<file path="src/rtl/ibex_rf_wb_arbiter.sv">
// -----------------------------------------------------------------------------
// ibex_rf_wb_arbiter
//
// Purpose: schedules every register-file write in the core onto the two
// physical write ports (integer RF and FP RF). Three requesters compete on
// each port, with this fixed priority:
//   1. LSU load data: highest priority, cannot be stalled.
//   2. ID/EX results (valid/ready), or
//   3. the head of a small FIFO of multi-cycle FPU results.
// The order of 2 and 3 swaps once the FIFO head has been passed over for
// MaxStall cycles.
//
// Handshakes: a transfer happens on a cycle where valid and ready are both
// high. ready may be high while valid is low. ready never depends on the
// valid of the same interface, so a producer may look at ready before it
// raises valid.
//
// Ports:
//   clk_i, rst_ni                         clock, async active-low reset
//   lsu_we_i/waddr_i/wdata_i/to_fp_i      LSU load write (no backpressure)
//   id_wb_valid_i/ready_o/waddr_i/wdata_i/to_fp_i
//                                         ID/EX result handshake
//   fpu_valid_i/ready_o/waddr_i/wdata_i/to_fp_i
//                                         FPU result into the FIFO
//   rf_we/waddr/wdata_int_o               integer RF write port
//   rf_we/waddr/wdata_fp_o                FP RF write port
//   fpu_pending_o                         FIFO is not empty
//   perf_wb_stall_o                       ID/EX result valid but not taken
// -----------------------------------------------------------------------------
module ibex_rf_wb_arbiter #(
   parameter int   FifoDepth = 2,
   parameter int   MaxStall  = 4,
   parameter logic ResetAll  = 1'b0
) (
   input  logic        clk_i,
   input  logic        rst_ni,
   input  logic        lsu_we_i,
   input  logic [4:0]  lsu_waddr_i,
   input  logic [31:0] lsu_wdata_i,
   input  logic        lsu_to_fp_i,
   input  logic        id_wb_valid_i,
   output logic        id_wb_ready_o,
   input  logic [4:0]  id_wb_waddr_i,
   input  logic [31:0] id_wb_wdata_i,
   input  logic        id_wb_to_fp_i,
   input  logic        fpu_valid_i,
   output logic        fpu_ready_o,
   input  logic [4:0]  fpu_waddr_i,
   input  logic [31:0] fpu_wdata_i,
   input  logic        fpu_to_fp_i,
   output logic        rf_we_int_o,
   output logic [4:0]  rf_waddr_int_o,
   output logic [31:0] rf_wdata_int_o,
   output logic        rf_we_fp_o,
   output logic [4:0]  rf_waddr_fp_o,
   output logic [31:0] rf_wdata_fp_o,
   output logic        fpu_pending_o,
   output logic        perf_wb_stall_o
);

   localparam int PtrW   = (FifoDepth > 1) ? $clog2(FifoDepth) : 1;
   localparam int CntW   = PtrW + 1;
   localparam int StallW = $clog2(MaxStall + 1);
   localparam logic [CntW-1:0]   DepthVal = CntW'(FifoDepth);
   localparam logic [StallW-1:0] StallMax = StallW'(MaxStall);

   // ---------------------------------------------------------------------------
   // FPU result FIFO
   // ---------------------------------------------------------------------------
   logic [4:0]        addr_q  [FifoDepth];
   logic [31:0]       data_q  [FifoDepth];
   logic              to_fp_q [FifoDepth];
   logic [PtrW-1:0]   wptr_q, rptr_q;
   logic [CntW-1:0]   count_q;
   logic [StallW-1:0] stall_q;

   logic        push, pop;
   logic        head_valid;
   logic [4:0]  head_addr;
   logic [31:0] head_data;
   logic        head_to_fp;
   logic        starve;

   assign head_valid = (count_q != '0);
   assign head_addr  = addr_q[rptr_q];
   assign head_data  = data_q[rptr_q];
   assign head_to_fp = to_fp_q[rptr_q];
   assign starve     = (stall_q == StallMax);

   // A full FIFO refuses a new entry even in a cycle where it pops.
   assign fpu_ready_o   = (count_q < DepthVal);
   assign fpu_pending_o = head_valid;
   assign push          = fpu_valid_i & fpu_ready_o;

   if (ResetAll) begin : g_store_rst
      always_ff @(posedge clk_i or negedge rst_ni) begin
         if (!rst_ni) begin
            for (int i = 0; i < FifoDepth; i++) begin
               addr_q[i]  <= '0;
               data_q[i]  <= '0;
               to_fp_q[i] <= 1'b0;
            end
         end else if (push) begin
            addr_q[wptr_q]  <= fpu_waddr_i;
            data_q[wptr_q]  <= fpu_wdata_i;
            to_fp_q[wptr_q] <= fpu_to_fp_i;
         end
      end
   end else begin : g_store_norst
      always_ff @(posedge clk_i) begin
         if (push) begin
            addr_q[wptr_q]  <= fpu_waddr_i;
            data_q[wptr_q]  <= fpu_wdata_i;
            to_fp_q[wptr_q] <= fpu_to_fp_i;
         end
      end
   end

   always_ff @(posedge clk_i or negedge rst_ni) begin
      if (!rst_ni) begin
         wptr_q  <= '0;
         rptr_q  <= '0;
         count_q <= '0;
         stall_q <= '0;
      end else begin
         if (push) wptr_q <= wptr_q + 1'b1;
         if (pop)  rptr_q <= rptr_q + 1'b1;
         if (push && !pop)      count_q <= count_q + 1'b1;
         else if (pop && !push) count_q <= count_q - 1'b1;
         // Every cycle a valid head stays put counts, whether it lost to
         // ID/EX or to the LSU.
         if (!head_valid || pop)     stall_q <= '0;
         else if (stall_q != StallMax) stall_q <= stall_q + 1'b1;
      end
   end

   // ---------------------------------------------------------------------------
   // Per-port arbitration
   // ---------------------------------------------------------------------------
   logic lsu_req_int, lsu_req_fp;
   logic id_req_int,  id_req_fp;
   logic hd_req_int,  hd_req_fp;
   logic g_lsu_int, g_id_int, g_hd_int;
   logic g_lsu_fp,  g_id_fp,  g_hd_fp;

   assign lsu_req_int = lsu_we_i & ~lsu_to_fp_i;
   assign lsu_req_fp  = lsu_we_i &  lsu_to_fp_i;
   assign id_req_int  = id_wb_valid_i & ~id_wb_to_fp_i;
   assign id_req_fp   = id_wb_valid_i &  id_wb_to_fp_i;
   assign hd_req_int  = head_valid & ~head_to_fp;
   assign hd_req_fp   = head_valid &  head_to_fp;

   // Grants are gated by rst_ni so nothing is written while in reset.
   assign g_lsu_int = rst_ni & lsu_req_int;
   assign g_id_int  = rst_ni & id_req_int & ~lsu_req_int & ~(starve & hd_req_int);
   assign g_hd_int  = rst_ni & hd_req_int & ~lsu_req_int & ~(~starve & id_req_int);
   assign g_lsu_fp  = rst_ni & lsu_req_fp;
   assign g_id_fp   = rst_ni & id_req_fp & ~lsu_req_fp & ~(starve & hd_req_fp);
   assign g_hd_fp   = rst_ni & hd_req_fp & ~lsu_req_fp & ~(~starve & id_req_fp);

   assign pop = g_hd_int | g_hd_fp;

   // Target fields only: ready must not depend on id_wb_valid_i.
   assign id_wb_ready_o = ~(lsu_we_i & (lsu_to_fp_i == id_wb_to_fp_i)) &
                          ~(starve & head_valid & (head_to_fp == id_wb_to_fp_i));
   assign perf_wb_stall_o = id_wb_valid_i & ~id_wb_ready_o;

   // AND-OR output muxes: a port with no grant shows address and data 0.
   assign rf_waddr_int_o = ({5{g_lsu_int}} & lsu_waddr_i) |
                           ({5{g_id_int}}  & id_wb_waddr_i) |
                           ({5{g_hd_int}}  & head_addr);
   assign rf_wdata_int_o = ({32{g_lsu_int}} & lsu_wdata_i) |
                           ({32{g_id_int}}  & id_wb_wdata_i) |
                           ({32{g_hd_int}}  & head_data);
   // A write to x0 is consumed by the arbiter but never reaches the RF.
   assign rf_we_int_o    = (g_lsu_int | g_id_int | g_hd_int) & (rf_waddr_int_o != 5'd0);

   assign rf_waddr_fp_o  = ({5{g_lsu_fp}} & lsu_waddr_i) |
                           ({5{g_id_fp}}  & id_wb_waddr_i) |
                           ({5{g_hd_fp}}  & head_addr);
   assign rf_wdata_fp_o  = ({32{g_lsu_fp}} & lsu_wdata_i) |
                           ({32{g_id_fp}}  & id_wb_wdata_i) |
                           ({32{g_hd_fp}}  & head_data);
   assign rf_we_fp_o     = g_lsu_fp | g_id_fp | g_hd_fp;

   a_onehot_int : assert property (@(posedge clk_i) disable iff (!rst_ni)
      $onehot0({g_lsu_int, g_id_int, g_hd_int}));
   a_onehot_fp : assert property (@(posedge clk_i) disable iff (!rst_ni)
      $onehot0({g_lsu_fp, g_id_fp, g_hd_fp}));

endmodule
</file>
<file path="config.mk">
export PLATFORM = sky130hd
export DESIGN_NAME = ibex_rf_wb_arbiter
export DESIGN_NICKNAME = d
export VERILOG_FILES = /design/src/rtl/ibex_rf_wb_arbiter.sv
export SDC_FILE = /design/constraint.sdc
export NUM_CORES = 1
export LEC_CHECK = 0
export CORE_ASPECT_RATIO = 0.8
export CORE_MARGIN = 5
export CORE_UTILIZATION = 45
export DETAILED_ROUTE_END_ITERATION = 6
export PLACE_DENSITY = 0.91
export RECOVER_POWER = 100
export SYNTH_ARGS = -nofsm -noshare
export SYNTH_HDL_FRONTEND = slang
export SYNTH_SLANG_ARGS = --single-unit
export TNS_END_PERCENT = 10
</file>
<file path="constraint.sdc">
create_clock -name clk_i -period 5.91 [get_ports clk_i]
set_input_delay 1.182 -clock clk_i [delete_from_list [all_inputs] [get_ports clk_i]]
set_output_delay 1.182 -clock clk_i [all_outputs]
set_load 0.01 [all_outputs]
</file>
==> flow_metrics.py <==
metrics = {
    "die": {
        "start_util_pct": 46.3,
        "coreArea_um2": 9110,
        "dieArea_um2": 11400,
        "die_w_um": 118,
        "std_cell_rows": 31,
        "die_y_um": 96.6,
        "io-pin-count": 199,
    },
    "sta": {
        "fmax_ghz": 0.188,
        "worstMarginPinSlew_ps": 3460,
        "timing.final.crit_share_pct": 90.2,
        "fin_tns_setup_ps": 0,
        "rsz0062_at_grt": "false",
        "final-hold-violation-count": 0,
        "setup_viol": 0,
        "slew_violations": 78,
        "min_period_ps": 5330,
        "skew_ps": 4.89,
        "worst_slack_ps": 579,
        "slew_headroom_pct": -131,
    },
    "finish": {
        "fin_cells": 667,
        "n_fill_cell": 652,
        "nets": 666,
        "drive_gt1_share_pct": 5.83,
        "area_growth_pct": 57.3,
    },
    "route": {
        "drc": 0,
        "met3_wirelength_mm": 1.26,
        "antenna_left": 0,
        "wl_met1_mm": 4.97,
        "vias_per_cell": 5.90,
        "first_pass_iters": 5,
        "vias": 3935,
        "drtIter0Drc": 260,
        "dr_wl_met2_mm": 7.06,
        "highest_layer": "met4",
        "wl_mm": 13.5,
        "post_drt_wl_per_cell_um": 20.2,
    },
    "worst_setup_path": {
        "r2r_end": "data_q[0][20]",
        "r2r_slack_ps": 2160,
        "critPathArrivalTime_ps": 4150,
        "critPathCaptureType": "output pin",
        "rr_worst_depth": 2,
        "worstReg2RegStart": "count_q[1]",
        "critPathRequiredTime_ps": 4730,
        "crit_path_max_fanout": 24,
        "path_class": "in2out",
        "cp-start-kind": "primary input",
    },
    "clocking": {
        "hold_buffers": 0,
        "cts_root_buffer": "clkbuf_16",
        "cts.reportedPaths.clkPinSlew_ps": 60,
        "cts_tree": "done",
        "cts.sinks": 83,
        "insertion_delay_ps": 330,
        "cts_buffers": 9,
        "postCtsSetupRepairBufs": 0,
        "htreeDepth": 3,
        "ctsResizeCount": 0,
        "clockBufferDepth": 2,
    },
    "placement": {
        "pre_cts_slack_ps": 753,
        "dpl.cell_count": 648,
        "portBuffers": 198,
        "hpwl_mm": 9.76,
        "gp_congestion": 0.863,
    },
    "power_and_ir_drop": {
        "p_total_uw": 2190,
        "p_leak_uw": 0.00249,
        "ir_worst_vdd_mv": 0.204,
        "power_density_nw_per_um2": 330,
    },
    "min_path": {
        "min_path_type": "reg2reg",
        "min_from": "wptr_q",
        "holdPathStages": 1,
        "hold_path_end": "wptr_q",
    },
    "yosys": {
        "async_flop_share_pct": 8.43,
        "synth_area_leader_cell": "edfxtp_1",
        "ys_types": 29,
        "synth-seq-cells": 83,
        "syn_nets": 472,
        "yosysSeqAreaShare_pct": 58.2,
        "yosysWarnings": 0,
        "ys.flop_type": "edfxtp_1",
        "syn_inst": 350,
        "synthTopCellsByArea": "edfxtp_1, a22oi_1, mux2i_1",
        "syn-cell-area_um2": 4220,
        "synth_top_cell_area_share_pct": 54.0,
        "synth_edf_count": 76,
        "syn-mean-instance-area_um2": 12.1,
        "yosysMostFrequentCell": "edfxtp_1",
        "ys_top_cells_by_count": "edfxtp_1, a22oi_1, o21ai_0",
    },
    "grt": {
        "track_usage_pct": 22.4,
        "grt_pass1_wl_mm": 20.8,
        "grt_pass1_vias": 4101,
        "grt_remaining_overflow": 0,
        "grt_max_degree": 39,
        "grt_antenna_before_repair": 3,
    },
    "outcome": {
        "status": "finished with violations",
        "violations": "capacitance limit, slew limit",
    },
    "flow_run": {
        "maxCapViolCount": 2,
    },
}
[power breakdown]
part | internal (uW) | total [uW] | switching (uW) | leakage (uW)
Clock | 327 | 538 | 211 | 0.000141
Combinational | 375 | 821 | 446 | 0.00157
Sequential | 787 | 833 | 45.9 | 0.000782
Total | 1490 | 2190 | 703 | 0.00249
[layout make-up]
class | count | area [um^2] | area share, %
diodes | 3 | 7.51 | 0.113
clock buffers | 10 | 229 | 3.45
clock inverters | 6 | 63.8 | 0.961
inverters | 6 | 22.5 | 0.339
multi-input cells | 234 | 1650 | 24.8
flip-flops and latches | 83 | 2460 | 37.0
well taps | 115 | 144 | 2.17
repair buffers | 210 | 2070 | 31.1
[worst max path at each step]
| stage | startpoint | endpoint | slack [ps] |
|---|---|---|---|
| 2_1_floorplan | lsu_we_i | rf_wdata_int_o[10] | 2270 |
| 3_3_place_gp | rst_ni | rf_wdata_fp_o[24] | 900 |
| 3_5_place_dp | rst_ni | rf_wdata_fp_o[8] | 750 |
| 4_1_cts | rst_ni | rf_wdata_fp_o[8] | 780 |
| 5_1_grt | rst_ni | rf_wdata_fp_o[3] | 420 |
| 6_report | rst_ni | rf_wdata_fp_o[9] | 580 |
[cells by family after synthesis]
logic type      count (synthesis)  share of synthesized area [%]
flops                          83                           58.2
compound gates                154                           23.5
buf+inv                        33                           3.26
simple gates                   33                           3.85
fa+ha+maj                       3                          0.889
mux                            38                           9.10
xor+xnor                        6                           1.24
[critical path: stages]
cell and delay (ps):
dlygate4sd3_1 820, nand4_1 240, a31oi_4 700, buf_4 350, a22oi_1 90, o21ai_0 100, dlygate4sd3_1 650
[routing by layer]
metal  track usage [%]  vias to the layer above
met4              7.23                        0
met2              41.1                      222
li1                  -                     1790
met3              7.29                       21
met1              24.2                     1902
met5                 0                        -
[state kept, by name, indices dropped and copies added (netlist names)]
name     flops
stall_q      3
to_fp_q      2
count_q      2
rptr_q       1
data_q      64
addr_q      10
wptr_q       1
[per-stage QoR]
step	area [um^2]	hold WS [ps]	utilization (%)
6_report	6640	494	72.9
5_1_grt	6640	532	72.9
4_1_cts	6650	544	72.9
3_5_place_dp	6360	530	69.7
3_3_place_gp	6360	524	69.7
2_1_floorplan	4220	455	-
[layout by cell type (no fill, tap or decap), types with 2 or more instances in the layout]
cell               n
clkbuf_1           2
clkdlybuf4s50_1   85
edfxtp_1          76
nand4_1            2
nand2_1            6
inv_1              6
buf_4              9
clkbuf_16          9
o21ai_0           73
ha_1               3
nand2b_1           2
nor2b_1            3
nor2_1             8
mux2i_1           37
xnor2_1            4
a22oi_1           74
diode_2            3
dlygate4sd3_1    113
nand3_1            4
xor2_1             2
dfrtp_1            6
nor3_1             3
and2_0             2
No activity file was read; power rests on OpenSTA's default activity.
